## config.mk

```make
export PLATFORM = sky130hd
export DESIGN_NAME = wb_stage_flat
export DESIGN_NICKNAME = d
export VERILOG_FILES = /design/src/rtl/wb_stage_if.sv /design/src/rtl/wb_stage.sv /design/src/flat_wrapper.sv
export SDC_FILE = /design/constraint.sdc
export NUM_CORES = 1
export LEC_CHECK = 0
export CORE_MARGIN = 5
export CORE_UTILIZATION = 41
export DETAILED_ROUTE_END_ITERATION = 8
export PLACE_DENSITY = 0.77
export SETUP_SLACK_MARGIN = 0.4
export SYNTH_ARGS = -nofsm -noshare
export SYNTH_HDL_FRONTEND = slang
export SYNTH_SLANG_ARGS = --single-unit
```

## constraint.sdc

```tcl
create_clock -name clk -period 10.7 [get_ports clk]
set_input_delay 1.605 -clock clk [delete_from_list [all_inputs] [get_ports clk]]
set_output_delay 1.605 -clock clk [all_outputs]
set_load 0.01 [all_outputs]
```

## src/rtl/wb_stage_if.sv

```systemverilog
// MEM-to-WB retirement bus plus the WB stage's register-file write port and status.
// master = MEM side / observer, slave = write-back stage.
interface wb_stage_if #(
  parameter int D_SIZE        = 32,
  parameter int ADDR_LINE_REG = 5
);
  logic                     valid_f_mem;
  logic [5:0]               opcode_f_mem;
  logic [D_SIZE-1:0]        alu_result_f_mem;
  logic [D_SIZE-1:0]        mem_data_f_mem;
  logic [ADDR_LINE_REG-1:0] rd_add_f_mem;
  logic                     mem_to_reg_f_mem;
  logic                     w_2_id;
  logic [ADDR_LINE_REG-1:0] addr_2_id;
  logic [D_SIZE-1:0]        write_data_2_id;
  logic                     halted;
  logic [31:0]              retired_cnt;
  logic [31:0]              reg_write_cnt;

  modport master (
    output valid_f_mem, opcode_f_mem, alu_result_f_mem, mem_data_f_mem,
           rd_add_f_mem, mem_to_reg_f_mem,
    input  w_2_id, addr_2_id, write_data_2_id, halted, retired_cnt, reg_write_cnt
  );

  modport slave (
    input  valid_f_mem, opcode_f_mem, alu_result_f_mem, mem_data_f_mem,
           rd_add_f_mem, mem_to_reg_f_mem,
    output w_2_id, addr_2_id, write_data_2_id, halted, retired_cnt, reg_write_cnt
  );
endinterface

```

## src/rtl/wb_stage.sv

```systemverilog
// Write-back stage: registers the retiring instruction, drives the register-file
// write port, freezes on HALT and keeps saturating retire/write counters.
module wb_stage #(
  parameter int         D_SIZE        = 32,
  parameter int         ADDR_LINE_REG = 5,
  parameter logic [5:0] HALT_OPC      = 6'b010001,
  parameter logic [5:0] NOP_OPC       = 6'b111111,
  parameter logic [5:0] LDW_OPC       = 6'b001100
) (
  input  logic       clk,
  input  logic       reset,
  wb_stage_if.slave  bus
);
  typedef enum logic {RUN, HALTED} state_t;

  state_t                   r_state;
  logic                     r_valid;
  logic [5:0]               r_opc;
  logic [D_SIZE-1:0]        r_alu;
  logic [D_SIZE-1:0]        r_mem;
  logic [ADDR_LINE_REG-1:0] r_rd;
  logic                     r_m2r;
  logic [31:0]              r_ret_cnt;
  logic [31:0]              r_wr_cnt;

  logic w_run, w_halt, w_ret, w_we;

  assign w_run  = (r_state == RUN);
  assign w_halt = r_valid && (r_opc == HALT_OPC);
  assign w_ret  = r_valid && (r_opc != NOP_OPC);
  assign w_we   = r_valid && r_m2r && (r_rd != '0) && (r_opc != HALT_OPC) &&
                  (r_opc != NOP_OPC) && w_run;

  always_ff @(posedge clk or posedge reset) begin
    if (reset) begin
      r_state   <= RUN;
      r_valid   <= 1'b0;
      r_opc     <= NOP_OPC;
      r_alu     <= '0;
      r_mem     <= '0;
      r_rd      <= '0;
      r_m2r     <= 1'b0;
      r_ret_cnt <= '0;
      r_wr_cnt  <= '0;
    end else if (w_run) begin
      if (w_ret && (r_ret_cnt != 32'hFFFF_FFFF)) r_ret_cnt <= r_ret_cnt + 32'd1;
      if (w_we  && (r_wr_cnt  != 32'hFFFF_FFFF)) r_wr_cnt  <= r_wr_cnt  + 32'd1;
      // A retiring HALT freezes the stage; whatever MEM presents now is dropped.
      if (w_halt || !bus.valid_f_mem) begin
        r_state <= w_halt ? HALTED : RUN;
        r_valid <= 1'b0;
        r_opc   <= NOP_OPC;
        r_alu   <= '0;
        r_mem   <= '0;
        r_rd    <= '0;
        r_m2r   <= 1'b0;
      end else begin
        r_valid <= 1'b1;
        r_opc   <= bus.opcode_f_mem;
        r_alu   <= bus.alu_result_f_mem;
        r_mem   <= bus.mem_data_f_mem;
        r_rd    <= bus.rd_add_f_mem;
        r_m2r   <= bus.mem_to_reg_f_mem;
      end
    end
  end

  assign bus.w_2_id          = w_we;
  assign bus.addr_2_id       = w_we ? r_rd : '0;
  assign bus.write_data_2_id = !w_we ? '0 : (r_opc == LDW_OPC) ? r_mem : r_alu;
  assign bus.halted          = (r_state == HALTED);
  assign bus.retired_cnt     = r_ret_cnt;
  assign bus.reg_write_cnt   = r_wr_cnt;
endmodule

```

## src/flat_wrapper.sv

```systemverilog
// flat-port wrapper written by rule: the top's interface ports become plain ports
module wb_stage_flat 
#(
  parameter int         D_SIZE        = 32,
  parameter int         ADDR_LINE_REG = 5,
  parameter logic [5:0] HALT_OPC      = 6'b010001,
  parameter logic [5:0] NOP_OPC       = 6'b111111,
  parameter logic [5:0] LDW_OPC       = 6'b001100
)
  (clk, reset, bus_valid_f_mem, bus_opcode_f_mem, bus_alu_result_f_mem, bus_mem_data_f_mem, bus_rd_add_f_mem, bus_mem_to_reg_f_mem, bus_w_2_id, bus_addr_2_id, bus_write_data_2_id, bus_halted, bus_retired_cnt, bus_reg_write_cnt);
  wb_stage_if #(.D_SIZE(D_SIZE), .ADDR_LINE_REG(ADDR_LINE_REG)) bus_i ();
  input  logic clk;
  input  logic reset;
  input wire logic [$bits(bus_i.valid_f_mem)-1:0] bus_valid_f_mem;
  input wire logic [$bits(bus_i.opcode_f_mem)-1:0] bus_opcode_f_mem;
  input wire logic [$bits(bus_i.alu_result_f_mem)-1:0] bus_alu_result_f_mem;
  input wire logic [$bits(bus_i.mem_data_f_mem)-1:0] bus_mem_data_f_mem;
  input wire logic [$bits(bus_i.rd_add_f_mem)-1:0] bus_rd_add_f_mem;
  input wire logic [$bits(bus_i.mem_to_reg_f_mem)-1:0] bus_mem_to_reg_f_mem;
  output wire logic [$bits(bus_i.w_2_id)-1:0] bus_w_2_id;
  output wire logic [$bits(bus_i.addr_2_id)-1:0] bus_addr_2_id;
  output wire logic [$bits(bus_i.write_data_2_id)-1:0] bus_write_data_2_id;
  output wire logic [$bits(bus_i.halted)-1:0] bus_halted;
  output wire logic [$bits(bus_i.retired_cnt)-1:0] bus_retired_cnt;
  output wire logic [$bits(bus_i.reg_write_cnt)-1:0] bus_reg_write_cnt;
  assign bus_i.valid_f_mem = bus_valid_f_mem;
  assign bus_i.opcode_f_mem = bus_opcode_f_mem;
  assign bus_i.alu_result_f_mem = bus_alu_result_f_mem;
  assign bus_i.mem_data_f_mem = bus_mem_data_f_mem;
  assign bus_i.rd_add_f_mem = bus_rd_add_f_mem;
  assign bus_i.mem_to_reg_f_mem = bus_mem_to_reg_f_mem;
  assign bus_w_2_id = bus_i.w_2_id;
  assign bus_addr_2_id = bus_i.addr_2_id;
  assign bus_write_data_2_id = bus_i.write_data_2_id;
  assign bus_halted = bus_i.halted;
  assign bus_retired_cnt = bus_i.retired_cnt;
  assign bus_reg_write_cnt = bus_i.reg_write_cnt;
  wb_stage #(.D_SIZE(D_SIZE), .ADDR_LINE_REG(ADDR_LINE_REG), .HALT_OPC(HALT_OPC), .NOP_OPC(NOP_OPC), .LDW_OPC(LDW_OPC)) u_core (.clk(clk), .reset(reset), .bus(bus_i));
endmodule
```

# Word-level counts from Yosys, hierarchy flattened
# Index checks and enable logic that the tools add are counted.
dict set report totals {
  regBits 142
  inputBits 79
  output_inout_bits 103
  elab_cells 44
}
dict set report op_classes {
  add_sub_neg 2
  reduce_logical 14
  muxes 12
  eq_ne 6
  bitwise 1
}
# cell count
set op_table {}
lappend op_table {{$mux 32} 4}
lappend op_table {{$add 32x1->32 const B} 2}
lappend op_table {{$ne 32x32->1 const B} 2}
lappend op_table {{$mux 5} 2}
lappend op_table {{$logic_and 1x1->1} 9}
lappend op_table {{$eq 6x4->1 const B} 1}
lappend op_table {{$eq 6x5->1 const B} 1}
lappend op_table {{$mux 6} 1}
lappend op_table {{$ne 6x5->1 const B} 1}
lappend op_table {{$ne 6x6->1 const B} 1}
lappend op_table {{$mux 1} 5}
lappend op_table {{$reduce_bool 5->1} 1}
lappend op_table {{$reduce_and 2->1} 2}
lappend op_table {{$logic_not 1->1} 1}
lappend op_table {{$logic_or 1x1->1} 1}
lappend op_table {{$not 1->1} 1}

# Depth between registers and ports, before layout
# Gate-level depths: netlist of the first run.
dict set report logic_depth {
  ltp_word 7
  ltp_mapped 8
  ltp_nobuf 7
}

# Least setup slack after synthesis of the first run
# OpenSTA, ideal clock, no wires.
dict set report synth_timing {
  kind {register to output}
  start {register u_core.r_opc[4]}
  end {output port bus_write_data_2_id[10]}
  stages_incl_launch_ff 7
  path_slack_ns 7.309
  arrival_ns 1.786
  path_buffers 2
  required_time_ns 9.095
  path_cell_list {dfstp_2 -> nand2_1 -> o41ai_2 -> or3_4 -> buf_6 -> clkbuf_1 -> a21oi_1}
}
dict set report synth_between {
  elab_chain_cells 5
  elab_cells_between_ends 8
  classes_between {3 x eq/ne; 2 x mux; 3 x reduce/logical}
}
# element line_no
set synth_rtl {}
lappend synth_rtl {{start: declaration} wb_stage.sv:18} ;# logic [5:0] r_opc;
lappend synth_rtl {{start signal: assignment} wb_stage.sv:59} ;# r_opc <= bus.opcode_f_mem;
lappend synth_rtl {{$ne 6x5->1} wb_stage.sv:31} ;# assign w_we = r_valid && r_m2r && (r_rd != '0) && (r_opc != HALT_OPC) &&
lappend synth_rtl {{$logic_and 1x1->1 (2 in a row)} wb_stage.sv:31}
lappend synth_rtl {{$logic_and 1x1->1} wb_stage.sv:32} ;# (r_opc != NOP_OPC) && w_run;
lappend synth_rtl {{$mux 32 *} wb_stage.sv:70} ;# assign bus.write_data_2_id = !w_we ? '0 : (r_opc == LDW_OPC) ? r_mem : r_alu;
lappend synth_rtl {{end: declaration} flat_wrapper.sv:22} ;# output wire logic [$bits(bus_i.write_data_2_id)-1:0] bus_write_data_2_id;
# Every way passes the cells marked *; elsewhere a longest branch is shown, timed or not.

# Worst setup path after layout of the first run
dict set report layout_timing {
  start {register u_core.r_opc[4]}
  end {output port bus_addr_2_id[0]}
}
dict set report layout_between {
  elab_chain_cells 5
  elab_cells_between_ends 6
  classes_between {2 x eq/ne; 1 x mux; 3 x reduce/logical}
}
# element line_no
set layout_rtl {}
lappend layout_rtl {{$ne 6x5->1} wb_stage.sv:31}
lappend layout_rtl {{$logic_and 1x1->1} wb_stage.sv:31}
lappend layout_rtl {{$logic_and 1x1->1 *} wb_stage.sv:31}
lappend layout_rtl {{$logic_and 1x1->1 *} wb_stage.sv:32}
lappend layout_rtl {{$mux 5 *} wb_stage.sv:69} ;# assign bus.addr_2_id = w_we ? r_rd : '0;
lappend layout_rtl {{end: declaration} flat_wrapper.sv:21} ;# output wire logic [$bits(bus_i.addr_2_id)-1:0] bus_addr_2_id;
# Marks and branches as above.

==> results.md, run 1 <==
* Syn Nets at 666
* CTS sink cnt at 142
* Io pins at 182
* Vias/cell at 5.44
* First-pass GRT wire length at 27.5 mm
* Switching portion of total power at 24.3%
* Sw power at 323 uW
* Leak Pwr at 0.00376 uW
* Unrepaired setup endpoints after global routing: false
* Unique cell type count in the Yosys netlist at 36
* Minimum clock period at 4660 ps
* Setup CP Type: reg -> out
* Cell depth of the worst setup path at 6
* Comb pwr share at 12.6%
* Max Root-Sink Buffers at 2
* Largest net degree at the start of global routing at 81
* DRC at 0
* Synth top area share at 54.0%
* Worst slew margin at 20.1%
* DIE AREA at 18000 um2
* Placed Cells incl. Taps at 927
* Final Util at 58.2%
* CP Buf/Inv Count at 2
* Seq pwr share at 45.7%
* CP max stage delay at 570 ps
* Post-route ant nets at 0
* CP Capture Type: output port
* Overall fraction of global-route tracks in use at 18.9%
* Worst-margin pin slew at 1200 ps
* CTS Buf Count at 17
* # setup viols final at 0
* Layout area overhead at 39.8%
* Power Total at 1330 uW
* Top-count cell post-synth: dfrtp_1
* Cell-internal power at 1010 uW
* PwrDens at 151 nW/um2
* Avg Inst Size Synth at 10.8 um2
* Post-synthesis cell area at 6300 um2
* Post-Syn Instances at 585
* CTS root buf: clkbuf_16
* Starting density of the core at 41.6%
* Post-synth top cells: dfrtp_1 (136), nand2_1 (92), a22o_1 (70)
* DR pass1 iterations at 4
* Post-CTS setup buffers at 0
* Register bit total from synthesis at 142
* Die Y at 134 um
* Pins Over Slew Limit at 0
* Fin nets at 839
* CTS tree: yes
* Chip width at 134 um
* GRT overflow at 0
* Critical path fanouts, max at 39
* Clk slew on worst S/H paths at 60 ps
* Tcrit/Tclk final at 43.5%
* Post-CTS sizing at 0
* Clock power frac at 41.7%
* Ratio of cells with drive above 1 in the final layout at 7.14%
* Post-detail-place hpwl at 11.6 mm
* Run status: finished, final reports clean
* Setup TNS at 0 ps
* Area leader, netlist: dfrtp_1
* Initial drt markers at 327
* Non-Filler Instances at 958
* Arrival @ worst endpoint at 3050 ps
* Max IR drop VDD at 0.115 mV
* Crit path cell chain: nand2_1 > o41ai_2 > or3_4 > inv_1 > and2_1 > clkdlybuf4s50_1
* WP data required at 9100 ps
* Worst skew pair latency at 420 ps
* Post-synth EDFFs at 0
* Most used DFF post-synth: dfrtp_1
* Area of the core at 15100 um2
* Area of the multi-input gates at 2570 um2
* Hold WC Path Type: reg -> reg
* Vias in the first global route at 5444
* Port bufs at 181
* Fmax at 0.215 GHz
* Final hold violation count at 0
* Worst setup SP type: flip-flop
* Max-capacitance violation count at 0
* Sequential area share after synthesis at 56.5%
* Drt wl/cell at 17.4 um
* Sequential standard cell area at 3560 um2
* Site Rows at 45
* Largest cells by area after synthesis: dfrtp_1 (54%), a22o_1 (9.7%), xnor2_1 (7.2%)
* Ys async rst share at 100%
* Yosys warns at 0
* GPL Wtd Cong at 0.861
* Fillers at 1249
* Skew final at 7.14 ps
* CTS Hold Buffers Added at 0
* DRT Wirelength at 16.7 mm
* FF-to-FF path depth at 7
* Depth of the CTS H-tree at 4
* Slowest-stage cell, CP: or3_4
* Antenna violations before repair at 0
* Crit path max-delay family: simple AND/OR/NAND/NOR gates
* Worst hold stages at 2
* Routed vias at 5213
* ANT cells at 0
-- cell families after synthesis --
group,synth area share [%]
and+or+nand+nor,17.6
DFF,56.5
AOI/OAI and AO/OA,13.9
xor gates and xnor gates,8.34
buffers and inverters,2.90
muxes,0.357
adders and majority gates,0.397
-- metal layers --
layer,vias to the layer above,share of wire (%),track usage [%]
met1,2576,44,25.3
li1,2414,-,-
met5,-,0,0
met4,0,1.8,8.17
met2,195,48,29.6
met3,28,5.6,4.43
-- registers in the layout, summed over array words and instances (netlist names) --
name and count:
u_core.r_m2r 1, u_core.bus.retired_cnt 32, u_core.r_rd 5, u_core.r_valid 1
u_core.r_opc 6, u_core.r_mem 32, u_core.bus.reg_write_cnt 32, u_core.r_alu 32
u_core.bus.halted 1
-- metrics by stage --
step	instance area (um2)	worst slack, ps	hold slack [ps]
after detailed placement	8260	6450	476
after CTS	8810	5990	485
after floorplan	6300	5300	456
after global routing	8810	5830	507
final	8810	6040	485
after global placement	8260	6520	473
-- layout make-up --
class / instances / area share, %
Sequential cell: 142 / 40.4
Multi-Input combinational cell: 399 / 29.1
Timing Repair Buffer: 185 / 20.9
Clock buffer: 25 / 5.62
Tap cell: 188 / 2.67
Clock inverter: 6 / 0.667
Inverter: 13 / 0.610
-- worst register-to-register path, cell delays in order (launching register included) --
cell and delay, ps:
dfrtp_2 380, buf_4 360, nor2b_4 200, o41ai_2 120, or3_4 640, nor4_4 590, nand4_1 180, xnor2_1 150
-- cell usage in the layout (no fill, tap or decap), types with 2 or more instances in the layout --
cell type and n:
mux2_2 2, nor4_4 2, xor2_1 8, nor3_1 7, nand2_1 92, dfstp_2 6
clkdlybuf4s50_1 181, nor4_2 2, or4_1 2, ha_1 2, clkinv_2 4, nor4_1 3
nor2_1 23, a22o_1 70, clkbuf_8 4, a21oi_1 42, nand3_1 27, nand4_1 27
dfrtp_1 135, inv_1 12, clkbuf_1 4, clkbuf_16 17, and4_1 6, and3_1 11
buf_4 4, and2_1 7, nor2_2 2, xnor2_1 52
-- path summary, 6_finish.rpt --
path / slack [ps] / endpoint / startpoint
max in group asynchronous: 7730 / u_core.r_mem[5] / reset
max: 6040 / bus_addr_2_id[0] / u_core.r_opc[4]
min: 490 / u_core.r_opc[3] / u_core.r_opc[3]
max reg2reg: 7970 / u_core.bus.reg_write_cnt[28] / u_core.bus.halted
min in group asynchronous: 1650 / u_core.bus.retired_cnt[17] / reset
min reg2reg: 490 / u_core.r_opc[3] / u_core.r_opc[3]
-- power by group through the flow --
stage	Combinational, uW	Clock, uW	Sequential, uW
2_1_floorplan	73.1	0	619
3_3_place_gp	167	0	616
3_5_place_dp	171	0	618
4_1_cts	172	565	609
5_1_grt	184	592	616
6_report	168	556	609
Power figures use the tool's default switching activity.
==> run 2, diff against run 1 <==
- clock period: 10.7 -> 4.55 ns (I/O delays scaled with it)
==> run 2 against run 1 <==
Die area stayed put. Via count fell by 0.59%. Critical path depth did not move. Register-to-register slack got worse by 6000 ps. Clock skew rose by 1.8 ps. Total power increased by 140%. Combinational power rose by 140%. Routed wire length fell by 2.0%. Highest routed layer unchanged.
==> results.md, run 2 (synthesis gave the netlist of run 1 again) <==
* CTS Hold Buffers Added at 0 (unchanged)
* Met1 global-route usage at 23.8% (-1.4 points)
* Crit path max-delay family: simple AND/OR/NAND/NOR gates
* Met2 usage at 29.6% (unchanged)
* WP data required at 3870 ps (-5230 ps)
* Skew final at 8.92 ps (+1.79 ps)
* GPL Wtd Cong at 0.858 (-0.29%)
* Hold WC Path Type: reg -> reg
* Die Y at 134 um (unchanged)
* Worst-margin pin slew at 1180 ps (-17.9 ps)
* Pins Over Slew Limit at 0 (unchanged)
* Routed vias at 5182 (-0.59%)
* Setup CP Type: reg -> out
* CP Capture Type: output port
* Antenna violations before repair at 0 (unchanged)
* GR peak layer: met2
* Worst setup SP type: flip-flop
* Global-route track usage on met3 at 4.95% (+0.53 points)
* Max IR drop VDD at 0.239 mV (+110%)
* Worst slew margin at 21.3% (+1.2 points)
* Post-route ant nets at 0 (unchanged)
* Leak Pwr at 0.00378 uW (+0.59%)
* Worst skew pair latency at 410 ps (about the same)
* Minimum clock period at 3730 ps
* Post-detail-place hpwl at 11.5 mm (-0.75%)
* Most frequent cells in the layout: clkdlybuf4s50_1 (181), dfrtp_1 (135), nand2_1 (92), a22o_1 (70), xnor2_1 (52)
* Vias in the first global route at 5399 (-0.83%)
* DRT Wirelength at 16.4 mm (-2.0%)
* CTS sink cnt at 142 (unchanged)
* CTS Buf Count at 17 (unchanged)
* Fin nets at 840 (+0.12%)
* DIE AREA at 18000 um2 (unchanged)
* Unrepaired setup endpoints after global routing: false
* Depth of the CTS H-tree at 4 (unchanged)
* RR Startpoint: u_core.r_opc[0]
* Layout area overhead at 40.7%
* Tcrit/Tclk final at 82.0%
* Final hold violation count at 0 (unchanged)
* Max Root-Sink Buffers at 2 (unchanged)
* Setup TNS at 0 ps (unchanged)
* DRC at 0 (unchanged)
* Port bufs at 181 (unchanged)
* Initial drt markers at 266 (-19%)
* Post-route cell area at 8870 um2 (+0.64%)
* CTS root buf: clkbuf_16
* Commonest non-fill, non-tap cell in the layout: clkdlybuf4s50_1
* Max-capacitance violation count at 0 (unchanged)
* GRT overflow at 0 (unchanged)
* Chip width at 134 um (unchanged)
* Post-CTS sizing at 0 (unchanged)
* # setup viols final at 0 (unchanged)
* Critical path fanouts, max at 39 (unchanged)
* Arrival @ worst endpoint at 3050 ps (about the same)
* First-pass GRT wire length at 26.9 mm (-2.2%)
* Slowest-stage cell, CP: or3_4
* PwrDens at 362 nW/um2 (+140%)
* Starting density of the core at 41.6% (unchanged)
* Ratio of cells with drive above 1 in the final layout at 7.38% (+0.24 points)
* Post-DP Area at 8280 um2 (+0.23%)
* Overall fraction of global-route tracks in use at 18.4% (-0.47 points)
* CTS tree: yes
* CP Buf/Inv Count at 2 (unchanged)
* Run status: finished, final reports clean
* DR pass1 iterations at 5 (+1)
* Crit path from: u_core.r_opc[0]
* CP max stage delay at 580 ps (about the same)
* Drt wl/cell at 17.0 um (-2.3%)
* Io pins at 182 (unchanged)
* Fmax at 0.268 GHz
* HP Start: u_core.bus.retired_cnt[22]
* Post-CTS setup buffers at 0 (unchanged)
* Vias/cell at 5.39 (-0.90%)
* Site Rows at 45 (unchanged)
* Area of the core at 15100 um2 (unchanged)
* Clk slew on worst S/H paths at 50 ps (about the same)
* Crit path cell chain: nand2_1 > o41ai_2 > or3_4 > inv_1 > and2_1 > clkdlybuf4s50_1
* Largest net degree at the start of global routing at 89 (+9.9%)
-- run 2: cell types whose count changed in the layout (fill, tap and decap cells not counted) --
| cell | previous run | this run |
|---|---|---|
| buf_12 | 0 | 1 |
| bufinv_16 | 1 | 2 |
| clkbuf_8 | 4 | 5 |
| clkinv_4 | 1 | 0 |
| clkinvlp_4 | 0 | 1 |
| diode_2 | 0 | 1 |
| inv_6 | 1 | 0 |
-- run 2: layout make-up --
cell class / count / area [um2]
Clock buffer: 26 / 509
Tap cell: 188 / 235
Sequential cell: 142 / 3560
Antenna cell: 1 / 2.50
Multi-Input combinational cell: 399 / 2570
Inverter: 13 / 52.6
Clock inverter: 6 / 80.1
Fill cell: 1240 / 6280
Timing Repair Buffer: 186 / 1860
-- run 2: final timing paths --
path	slack [ps]	cells past startpoint	to
max	820	6	bus_addr_2_id[0]
min	490	1	u_core.bus.retired_cnt[22]
max reg2reg	2010	7	u_core.bus.reg_write_cnt[12]
min reg2reg	490	1	u_core.bus.retired_cnt[22]
max in group asynchronous	3010	3	u_core.r_opc[1]
min in group asynchronous	700	2	u_core.r_alu[20]
-- run 2: worst reg2reg max path: cells and delay by family (launching register included) --
family,cells,cell delay (ps)
AOI/OAI and AO/OA,2,700
xor gates and xnor gates,1,160
buffers and inverters,1,210
and+or+nand+nor,3,800
DFF,1,550
-- run 2: where the power goes --
group          switching (uW)  total (uW)  leakage [uW]  internal, uW
clock                     496        1370      0.000294           877
sequential               87.0        1430       0.00187          1350
combinational             175         403       0.00162           228
-- run 2: metal layers --
metal,part of all wire [%],routed length (um)
met1,44,7160
met2,48,7900
met3,6.2,1010
met4,1.8,295
met5,0,0
-- run 2: stage by stage --
| step | util (%) | hold WS, ps | total power [uW] | setup slack [ps] | std cells |
|---|---|---|---|---|---|
| floorplan | - | 456 | 1630 | 2080 | 585 |
| global placement | 54.7 | 473 | 1840 | 1330 | 928 |
| detailed placement | 54.7 | 482 | 1860 | 1250 | 928 |
| CTS | 58.5 | 490 | 3250 | 797 | 960 |
| global route | 58.5 | 514 | 3340 | 587 | 960 |
| finish | 58.6 | 490 | 3210 | 818 | 961 |
==> run 3, diff against run 2 <==
- clock period: 4.55 -> 3.76 ns (I/O delays scaled with it)
==> run 3 against run 2 <==
Sequential power rose by 22%. Sequential share of layout area fell by 0.66 points. Routed wire length rose by 1.0%. Total power rose by 27%. Combinational power rose by 23%. Clock power rose by 35%. Clock-buffer cell count fell by 5. Utilization rose by 0.97 points. Critical endpoint is now bus_write_data_2_id[5]. Highest routed layer unchanged.
==> results.md, run 3 (synthesis gave the netlist of run 1 again) <==
* DIE AREA at 18000 um2 (unchanged)
* Antenna violations before repair at 0 (unchanged)
* Worst skew pair latency at 420 ps (about the same)
* Fillers at 1202 (-3.1%)
* Minimum clock period at 3200 ps
* Starting density of the core at 41.6% (unchanged)
* # setup viols final at 0 (unchanged)
* Crit path from: u_core.r_opc[2]
* Max Root-Sink Buffers at 2 (unchanged)
* Run status: finished, final reports clean
* Final hold violation count at 0 (unchanged)
* Layout area overhead at 43.1%
* Final Util at 59.5% (+0.97 points)
* Met1 global-route usage at 25.4% (+1.6 points)
* Area of the core at 15100 um2 (unchanged)
* Vias in the first global route at 5340 (-1.1%)
* Switching portion of total power at 23.2% (-0.38 points)
* CP Capture Type: output port
* Depth of the CTS H-tree at 4 (unchanged)
* GPL Wtd Cong at 0.889 (+3.6%)
* Skew final at 16.5 ps (+7.57 ps)
* Commonest non-fill, non-tap cell in the layout: clkdlybuf4s50_1
* GR peak layer: met2
* Vias/cell at 5.35 (-0.81%)
* Worst setup SP type: flip-flop
* Clk slew on worst S/H paths at 60 ps (about the same)
* Setup CP Type: reg -> out
* Global-route track usage on met3 at 4.99% (+0.038 points)
* CTS Buf Count at 17 (unchanged)
* DRC at 0 (unchanged)
* WP data required at 3200 ps (-670 ps)
* Io pins at 182 (unchanged)
* RR Endpoint: u_core.bus.reg_write_cnt[28]
* Overall fraction of global-route tracks in use at 18.7% (+0.21 points)
* Seq pwr share at 42.6% (-2.1 points)
* ANT cells at 0 (-1)
* Critical path fanouts, max at 24 (-38%)
* Fin nets at 845 (+0.60%)
* Max IR drop VDD at 0.295 mV (+23%)
* GRT overflow at 0 (unchanged)
* RR Startpoint: u_core.r_opc[5]
* Leak Pwr at 0.00384 uW (+1.7%)
* Routed vias at 5156 (-0.50%)
* First-pass GRT wire length at 27.2 mm (+1.2%)
* FF-to-FF path depth at 7 (unchanged)
* Die Y at 134 um (unchanged)
* DR pass1 iterations at 5 (unchanged)
* DRT Wirelength at 16.5 mm (+1.0%)
* Crit path to: bus_write_data_2_id[5]
* Pins Over Slew Limit at 0 (unchanged)
* Site Rows at 45 (unchanged)
* Cell-internal power at 3140 uW (+28%)
* Largest net degree at the start of global routing at 80 (-10%)
* CTS root buf: clkbuf_16
* Arrival @ worst endpoint at 2630 ps (-420 ps)
* Post-route ant nets at 0 (unchanged)
* CTS tree: yes
* Most frequent cells in the layout: clkdlybuf4s50_1 (181), dfrtp_1 (135), nand2_1 (92), a22o_1 (70), xnor2_1 (52)
* Reg2reg setup slack at 1430 ps (-580 ps)
* Fmax at 0.313 GHz
* Comb pwr share at 12.1% (-0.4 points)
* Sequential standard cell area at 3560 um2 (unchanged)
* Max-capacitance violation count at 0 (unchanged)
* PwrDens at 453 nW/um2 (+25%)
* Worst slew margin at 42.6% (+21 points)
* Post-detail-place hpwl at 11.6 mm (+1.3%)
* Met2 usage at 29.1% (-0.56 points)
* Port bufs at 181 (unchanged)
* Area of the multi-input gates at 2600 um2 (+1.3%)
* Sw power at 949 uW (+25%)
* Tcrit/Tclk final at 85.0%
* Ratio of cells with drive above 1 in the final layout at 8.51% (+1.1 points)
* Unrepaired setup endpoints after global routing: false
* Final hold slack at 496 ps (+5.83 ps)
* Worst-margin pin slew at 860 ps (-320 ps)
* Drt wl/cell at 17.1 um (+0.70%)
* Hold WC Path Type: reg -> reg
* CTS sink cnt at 142 (unchanged)
* Clock power frac at 45.4% (+2.6 points)
* Initial drt markers at 368 (+38%)
* Setup TNS at 0 ps (unchanged)
* Chip width at 134 um (unchanged)
[run 3: worst min path at each step]
stage	start	to	cells after the start
floorplan	u_core.r_opc[0]	u_core.r_opc[0]	2
global placement	u_core.r_opc[3]	u_core.r_opc[3]	2
detailed placement	u_core.r_opc[2]	u_core.r_opc[2]	2
CTS	u_core.r_opc[2]	u_core.r_opc[2]	2
global route	u_core.r_opc[2]	u_core.r_opc[2]	2
finish	u_core.r_opc[0]	u_core.r_opc[0]	2
[run 3: power groups by stage]
stage | combinational [uW] | sequential, uW | clock, uW
2_1_floorplan | 208 | 1760 | 0
3_3_place_gp | 480 | 1750 | 0
3_5_place_dp | 495 | 1760 | 0
4_1_cts | 500 | 1740 | 1880
5_1_grt | 540 | 1760 | 1950
6_report | 494 | 1740 | 1850
[run 3: metrics by stage]
| step | instance area (um2) | power, uW | worst slack (ps) | cells |
|---|---|---|---|---|
| after detailed placement | 8310 | 2260 | 637 | 930 |
| final | 9020 | 4090 | 562 | 964 |
| after floorplan | 6310 | 1970 | 1410 | 585 |
| after CTS | 9000 | 4120 | 458 | 963 |
| after global placement | 8310 | 2230 | 666 | 930 |
| after global routing | 9020 | 4250 | 398 | 964 |
[run 3: repair_timing]
item	CTS	global route
hold buffers	0	0
endpoints found under the hold margin	0	0
pin swaps	1	1
setup buffers	2	1
endpoints found under the setup margin	34	19
cloned	0	0
gates resized for setup	4	1
[run 3: layout make-up]
class                   count  share of cell area [%]
clock inverters            10                    2.05
repair buffers            191                    21.2
inverters                  13                   0.583
multi-input cells         399                    28.8
flip-flops and latches    142                    39.5
well taps                 188                    2.61
clock buffers              21                    5.22
[run 3: critical path, stage by stage, from the launching register on]
cell	delay, ps
dfstp_2	580
nand2_1	140
o41ai_4	380
or3_4	230
buf_4	280
a21oi_1	90
clkdlybuf4s50_1	500
[run 3: routing by layer]
metal  share of wire, %  routed length (um)
met4                1.0                 172
met1                 44                7310
met3                6.6                1090
met5                  0                   0
met2                 48                7950
